`src/rtl/sc_clk_pkg.sv`:
```
// Shared types and helpers for the two-phase switched-capacitor clock generator.
package sc_clk_pkg;

  localparam int DEF_CNT_W  = 8;
  localparam int DEF_PCNT_W = 16;

  typedef enum logic [2:0] {
    IDLE,
    PHI1,
    GAP12,
    PHI2,
    GAP21
  } sc_phase_e;

  // Phase and gap lengths of zero are promoted to one cycle so that the
  // dead time can never collapse and every state lasts at least one cycle.
  function automatic logic [31:0] clamp1(input logic [31:0] v);
    return (v == 32'd0) ? 32'd1 : v;
  endfunction

endpackage

```
`src/rtl/sc_phase_timer.sv`:
```
// Loadable down-counter shared by all timed phases; expire flags the last
// cycle of the current phase (count == 1).
module sc_phase_timer
  import sc_clk_pkg::*;
#(
  parameter int CNT_W = DEF_CNT_W
) (
  input  logic             clk,
  input  logic             rst,
  input  logic             load,
  input  logic [CNT_W-1:0] load_val,
  output logic             expire
);

  logic [CNT_W-1:0] cnt;

  // Load on phase entry, otherwise count down and hold at 1.
  always_ff @(posedge clk) begin
    if (rst) begin
      cnt <= CNT_W'(1);
    end else if (load) begin
      cnt <= load_val;
    end else if (cnt > CNT_W'(1)) begin
      cnt <= cnt - CNT_W'(1);
    end
  end

  assign expire = (cnt == CNT_W'(1));

endmodule

```
`src/rtl/sc_phase_gen.sv`:
```
// Two-phase non-overlapping clock generator for the switched-capacitor
// filter. phi1/phi2 are registered decodes of the phase state, so they trail
// the state by one cycle and can never be high together.
module sc_phase_gen
  import sc_clk_pkg::*;
#(
  parameter int CNT_W  = DEF_CNT_W,
  parameter int PCNT_W = DEF_PCNT_W
) (
  input  logic              clk,
  input  logic              rst,
  input  logic              en,
  input  logic [CNT_W-1:0]  phi1_len,
  input  logic [CNT_W-1:0]  phi2_len,
  input  logic [CNT_W-1:0]  dead_len,
  output logic              phi1,
  output logic              phi2,
  output logic              period_done,
  output logic [PCNT_W-1:0] period_cnt,
  output logic              busy
);

  sc_phase_e        st, st_nxt;
  logic [CNT_W-1:0] l1_in, l2_in, d_in;
  logic [CNT_W-1:0] l2_q, d_q;
  logic [CNT_W-1:0] tmr_val;
  logic             tmr_load, tmr_expire;
  logic             stop_q, stop;
  logic             ent_q;

  assign l1_in = CNT_W'(clamp1(32'(phi1_len)));
  assign l2_in = CNT_W'(clamp1(32'(phi2_len)));
  assign d_in  = CNT_W'(clamp1(32'(dead_len)));

  // Once en is seen low the run is winding down; a re-assert is ignored
  // until IDLE has been reached.
  assign stop = stop_q | ~en;

  // Next-state logic; truncated phases still pass through a full gap.
  always_comb begin
    st_nxt = st;
    case (st)
      IDLE:    if (en) st_nxt = PHI1;
      PHI1:    if (stop || tmr_expire) st_nxt = GAP12;
      GAP12:   if (tmr_expire) st_nxt = stop ? IDLE : PHI2;
      PHI2:    if (stop || tmr_expire) st_nxt = GAP21;
      GAP21:   if (tmr_expire) st_nxt = stop ? IDLE : PHI1;
      default: st_nxt = IDLE;
    endcase
  end

  // Timer reload value for the state being entered. L1 is taken straight
  // from the input because it is captured on the same edge PHI1 is entered;
  // the timer itself holds it for the rest of the phase.
  always_comb begin
    tmr_load = (st_nxt != st);
    tmr_val  = CNT_W'(1);
    case (st_nxt)
      PHI1:          tmr_val = l1_in;
      GAP12, GAP21:  tmr_val = d_q;
      PHI2:          tmr_val = l2_q;
      default:       tmr_val = CNT_W'(1);
    endcase
  end

  sc_phase_timer #(.CNT_W(CNT_W)) u_timer (
    .clk      (clk),
    .rst      (rst),
    .load     (tmr_load),
    .load_val (tmr_val),
    .expire   (tmr_expire)
  );

  // State register, stop flag, first-cycle flag and per-period config capture.
  always_ff @(posedge clk) begin
    if (rst) begin
      st     <= IDLE;
      stop_q <= 1'b0;
      ent_q  <= 1'b0;
      l2_q   <= CNT_W'(1);
      d_q    <= CNT_W'(1);
    end else begin
      st     <= st_nxt;
      stop_q <= (st != IDLE && st_nxt != IDLE) ? stop : 1'b0;
      ent_q  <= tmr_load;
      if (st_nxt == PHI1 && st != PHI1) begin
        l2_q <= l2_in;
        d_q  <= d_in;
      end
    end
  end

  // Registered outputs; a completed period is the first cycle of GAP21.
  always_ff @(posedge clk) begin
    if (rst) begin
      phi1        <= 1'b0;
      phi2        <= 1'b0;
      busy        <= 1'b0;
      period_done <= 1'b0;
      period_cnt  <= '0;
    end else begin
      phi1        <= (st == PHI1);
      phi2        <= (st == PHI2);
      busy        <= (st != IDLE);
      period_done <= (st == GAP21) && ent_q;
      if ((st == GAP21) && ent_q) period_cnt <= period_cnt + PCNT_W'(1);
    end
  end

endmodule
```
`config.mk`:
```
export PLATFORM = sky130hd
export DESIGN_NAME = sc_phase_gen
export DESIGN_NICKNAME = d
export VERILOG_FILES = /design/src/rtl/sc_clk_pkg.sv /design/src/rtl/sc_phase_timer.sv /design/src/rtl/sc_phase_gen.sv
export SDC_FILE = /design/constraint.sdc
export NUM_CORES = 1
export LEC_CHECK = 0
export ABC_AREA = 1
export CORE_MARGIN = 2
export CORE_UTILIZATION = 40
export CTS_CLUSTER_SIZE = 28
export DETAILED_ROUTE_END_ITERATION = 12
export PLACE_DENSITY_LB_ADDON = 0.15
export SYNTH_ARGS = -nofsm -noshare
export SYNTH_HDL_FRONTEND = slang
export SYNTH_SLANG_ARGS = --single-unit
```
`constraint.sdc`:
```
create_clock -name clk -period 3.9 [get_ports clk]
set_input_delay 0.975 -clock clk [delete_from_list [all_inputs] [get_ports clk]]
set_output_delay 0.975 -clock clk [all_outputs]
set_load 0.1 [all_outputs]
```
# Word-level counts from Yosys, hierarchy flattened
# Index checks and enable logic that the tools add are counted.
dict set report totals {
  ff_bits 49
  in_bits 27
  output_inout_bits 20
  word_cells 55
}
dict set report classes {
  n_addsub 2
  order_cmp 1
  n_eq_ne 11
  muxes 14
  bitwise_logic 3
  reduce_logical 13
}
# operator count
set op_table {}
lappend op_table {{2-to-1 mux 8 bit} 5}
lappend op_table {{zero test 8 bit} 3}
lappend op_table {{case mux 8 bit (3 select lines)} 1}
lappend op_table {{adder 16 x 1 -> 16 bit (second input constant)} 1}
lappend op_table {{2-to-1 mux 3 bit} 5}
lappend op_table {{case mux 3 bit (5 select lines)} 1}
lappend op_table {{equality test 3 x 2 -> 1 bit (second input constant)} 4}
lappend op_table {{equality test 8 x 1 -> 1 bit (second input constant)} 1}
lappend op_table {{> comparator 8 x 1 -> 1 bit (second input constant)} 1}
lappend op_table {{subtractor 8 x 1 -> 8 bit (second input constant)} 1}
lappend op_table {{equality test 3 x 1 -> 1 bit (second input constant)} 2}
lappend op_table {{equality test 3 bit (second input constant)} 2}
lappend op_table {{nonzero test 3 bit} 2}
lappend op_table {{OR reduction 2 bit} 2}
lappend op_table {{logical AND 1 bit} 3}
lappend op_table {{zero test 3 bit} 1}
lappend op_table {{inequality test 3 x 1 -> 1 bit (second input constant)} 1}
lappend op_table {{inequality test 3 bit} 1}
lappend op_table {{2-to-1 mux 2 bit} 1}
lappend op_table {{inverter 1 bit} 2}
lappend op_table {{nonzero test 2 bit} 1}
lappend op_table {{logical OR 1 bit} 1}
lappend op_table {{2-to-1 mux 1 bit} 1}
lappend op_table {{bitwise OR 1 bit} 1}

# Longest topological paths before layout
dict set report depth {
  depth_word 9
  mapped_depth 16
  depth_no_buf 15
}

# Hierarchy
# From an unflattened synthesis, not the netlist that was laid out.
dict set report unflattened {
  cells_unflattened 414
  hier_area_um2 2698.8
}
# module n_inst cells_per_inst area_per_inst_um2 seq_area_each_um2
set by_module_without_submodules {}
lappend by_module_without_submodules {sc_phase_gen 1 331 2145.8 820.8}
lappend by_module_without_submodules {sc_phase_timer 1 83 553.0 160.2}

# Worst setup path before layout
# No wires, ideal clock.
dict set report synth_path {
  kind {reg2reg}
  startpoint {register period_cnt[1]}
  endpoint {register period_cnt[14]}
  setup_ps 67
  arrival_time_ps 2351
  t_required_ps 3833
  path_slack_ps 1482
  stages_incl_launch_ff 9
  period_less_slack_ps 2418
  cell_sequence {dfxtp_1 > ha_1 > inv_1 > nor4_1 > nand4_1 > nor2_1 > nand2_1 > xor2_1 > nor2_1}
}
dict set report synth_between {
  elab_chain_len 1
}
# element line
set synth_lines {}
lappend synth_lines {{from (decl)} sc_phase_gen.sv:19} ;# output logic [PCNT_W-1:0] period_cnt,
lappend synth_lines {{from (signal assigned)} sc_phase_gen.sv:106} ;# if ((st == GAP21) && ent_q) period_cnt <= period_cnt + PCNT_W'(1);
lappend synth_lines {{adder 16 x 1 -> 16 bit} sc_phase_gen.sv:106}
# Every way passes these cells.
# A chain may end at the register's enable or synchronous reset.

# Worst setup path in the final report
dict set report layout_path {
  startpoint {register period_cnt[12]}
  endpoint {output port period_cnt[12]}
}
# No word-level cell between the ends.

==> reports/results.md <==
* overall routing resource usage: 0.175
* Tightest Pin Transition: 968 ps
* total of max-cap violations: 0
* global placer's final weighted congestion: 0.854
* required time of the worst setup path: 2920 ps
* sum of routed wire length over all layers: 5.83 mm
* number of warnings printed during yosys synthesis: 0
* count of cells resized by post-cts repair: 0
* post-layout utilization of the core: 0.522
* wire length of the first global-routing pass: 10.2 mm
* number of DRC markers after the initial detailed-route iteration: 123
* Wirelength per Cell: 11.9 um
* Initial DRT Pass Iterations: 4
* leading cell types by count after synthesis: sky130_fd_sc_hd__nand2_1, sky130_fd_sc_hd__nor2_1, sky130_fd_sc_hd__dfxtp_1
* core outline area: 5990 um2
* via count of the routed design: 2,363
* slowest cell on the critical path: sky130_fd_sc_hd__clkdlybuf4s50_1
* sum of buffers and inverters on the critical path: 1
* layout overhead on the synthesized area: 24.0%
* clock period minus worst slack: 2890 ps
* summed instance area of the synthesized netlist: 2520 um2
* Critical Path Max Stage Delay: 1180 ps
* dominant delay contributor by cell family on the critical path: buffers and inverters
* Async SR Flop Fraction: 0
* port buffer count: 46
* number of setup violations in the final report: 0
* Max Slew Vio Count: 0
* summed negative setup slack over all endpoints: 0 ps
* nets in the synthesized netlist: 397
* Post-Route Skew: 2.69 ps
* Synth area leader: sky130_fd_sc_hd__dfxtp_1
* worst hold margin: 474 ps
* total power per unit cell area: 559 nW/um2
* std cell rows: 28
* largest cells by area after synthesis: sky130_fd_sc_hd__dfxtp_1, sky130_fd_sc_hd__nand2_1, sky130_fd_sc_hd__nor2_1, sky130_fd_sc_hd__nand3_1, sky130_fd_sc_hd__inv_1
* top-area cell type share of the netlist area: 0.389
* die area: 6960 um2
* count of cell types in the netlist: 32
* register area share after synthesis: 0.389
* width of the die: 83.4 um
* sum of net half-perimeters after detailed placement: 4.36 mm
* Leak Pwr: 0.00134 uW
* most used flip-flop cell after synthesis: sky130_fd_sc_hd__dfxtp_1
* syn avg cell area: 6.87 um2
* final cycle utilization of the critical path: 0.741
* initial antenna violation count: 0
* leftover overflow at the end of global routing: 0
* CTS tree: done
* maximum number of pins on one net before global-route repair: 24
* residual antenna-violating net count after detailed routing: 0
* number of nets in the layout: 443
* worst hold path class: reg -> reg
* total setup buffers inserted after CTS: 0
* highest ir drop seen on vdd: 0.316 mV
* cell breakdown of the critical path: clkdlybuf4s50_1
* TritonCTS Buffers: 5
* hold buffer count at CTS: 0
* die outline height: 83.4 um
* CTS Sinks: 49
* root buffer cell: sky130_fd_sc_hd__clkbuf_8
* number of H-tree branching levels: 2
* worst-case clock buffer depth: 2
* RSZ-0062 raised after global routing: false
* start-to-end type of the worst setup path: reg -> out
* most frequent cell after synthesis: sky130_fd_sc_hd__nand2_1
* filler cell count in the final layout: 605
* Max Fclk: 346 MHz
* critical path data arrival time: 1920 ps
* sort of element at the end of the critical path: output pin
* number of enable flip-flop cells after synthesis: 0
* Syn Inst Count: 367
* post-detailed-route DRC marker count: 0
* I/O pin count: 47
* routed via count divided by cell count: 4.84
* outcome: finished clean
* register bit total from synthesis: 49
* Initial Utilization: 0.421
* number of global-route vias before repair: 2,241
* top fanout value on the critical path: 6
* total inserted antenna cells: 0
* Reg clk slew, reported paths: 90 ps
* clock latency at the later pin of the worst-skew pair: 290 ps
* number of endpoints with negative hold slack in the final report: 0
* CP startpoint kind: flop
* share of cells above drive strength 1: 0.0872
* worst max-slew margin expressed relative to the limit: 0.352
[cell usage in the layout (no fill, tap or decap), types with 7 or more instances in the layout]
cell / Yosys / routed
sky130_fd_sc_hd__nor2_1: 52 / 52
sky130_fd_sc_hd__inv_2: 8 / 8
sky130_fd_sc_hd__dfxtp_1: 49 / 49
sky130_fd_sc_hd__nand2_1: 77 / 77
sky130_fd_sc_hd__nand3_1: 32 / 32
sky130_fd_sc_hd__a21oi_1: 23 / 23
sky130_fd_sc_hd__xor2_1: 9 / 9
sky130_fd_sc_hd__inv_1: 39 / 39
sky130_fd_sc_hd__clkdlybuf4s50_1: 0 / 46
sky130_fd_sc_hd__o21ai_0: 16 / 16
sky130_fd_sc_hd__o21ai_1: 8 / 8
sky130_fd_sc_hd__nor4_1: 7 / 7
[cell families after synthesis]
group / after synthesis / synth area share
adder cells (fa/ha/maj): 3 / 0.0149
XOR/XNOR: 9 / 0.0313
AO/OA/AOI/OAI: 57 / 0.126
AND/OR/NAND/NOR: 193 / 0.347
flip-flops: 49 / 0.389
buffers and inverters: 56 / 0.0913
[final timing paths]
kind                       start        endpoint  slack (ps)  cells past startpoint
setup reg to reg  u_timer.cnt[1]         l2_q[0]        1570                     13
setup / recovery  period_cnt[12]  period_cnt[12]        1010                      1
hold / removal            d_q[7]          d_q[7]         470                      2
hold reg to reg           d_q[7]          d_q[7]         470                      2
[state kept, by name, indices dropped and copies added (netlist names)]
| name | flops |
|---|---|
| stop_q | 1 |
| st | 3 |
| d_q | 8 |
| ent_q | 1 |
| busy | 1 |
| period_cnt | 16 |
| phi2 | 1 |
| l2_q | 8 |
| period_done | 1 |
| u_timer.cnt | 8 |
| phi1 | 1 |
[stage by stage]
stage	total power, uW	cells	instance area, um2	setup WS [ps]
floorplan	1280	367	2520	1480
global placement	1440	481	3040	823
detailed placement	1450	481	3040	727
CTS	1760	488	3130	986
global route	1910	488	3130	791
finish	1750	488	3130	1010
[layout make-up]
cell class,count,area [um2],share of cell area
inverter,47,176,0.0564
multi-input combinational,262,1310,0.419
clock inverter,1,7.51,0.00240
sequential,49,981,0.314
clock buffer,6,82.6,0.0264
tap,75,93.8,0.0300
timing repair buffer,48,475,0.152
[where the power goes]
group,internal (uW),switching [uW],leakage (uW),total [uW]
Sequential,605,63.5,0.000400,668
Combinational,252,523,0.000896,775
Clock,140,164,0.0000433,305
[layer usage]
metal	up-vias	GRT usage	share of wire
met4	0	0.0484	0.011
met1	1050	0.250	0.53
met5	-	0	0
met2	38	0.271	0.43
li1	1270	-	-
met3	5	0.0338	0.035
Note: power is estimated with default switching activity, not from simulation.
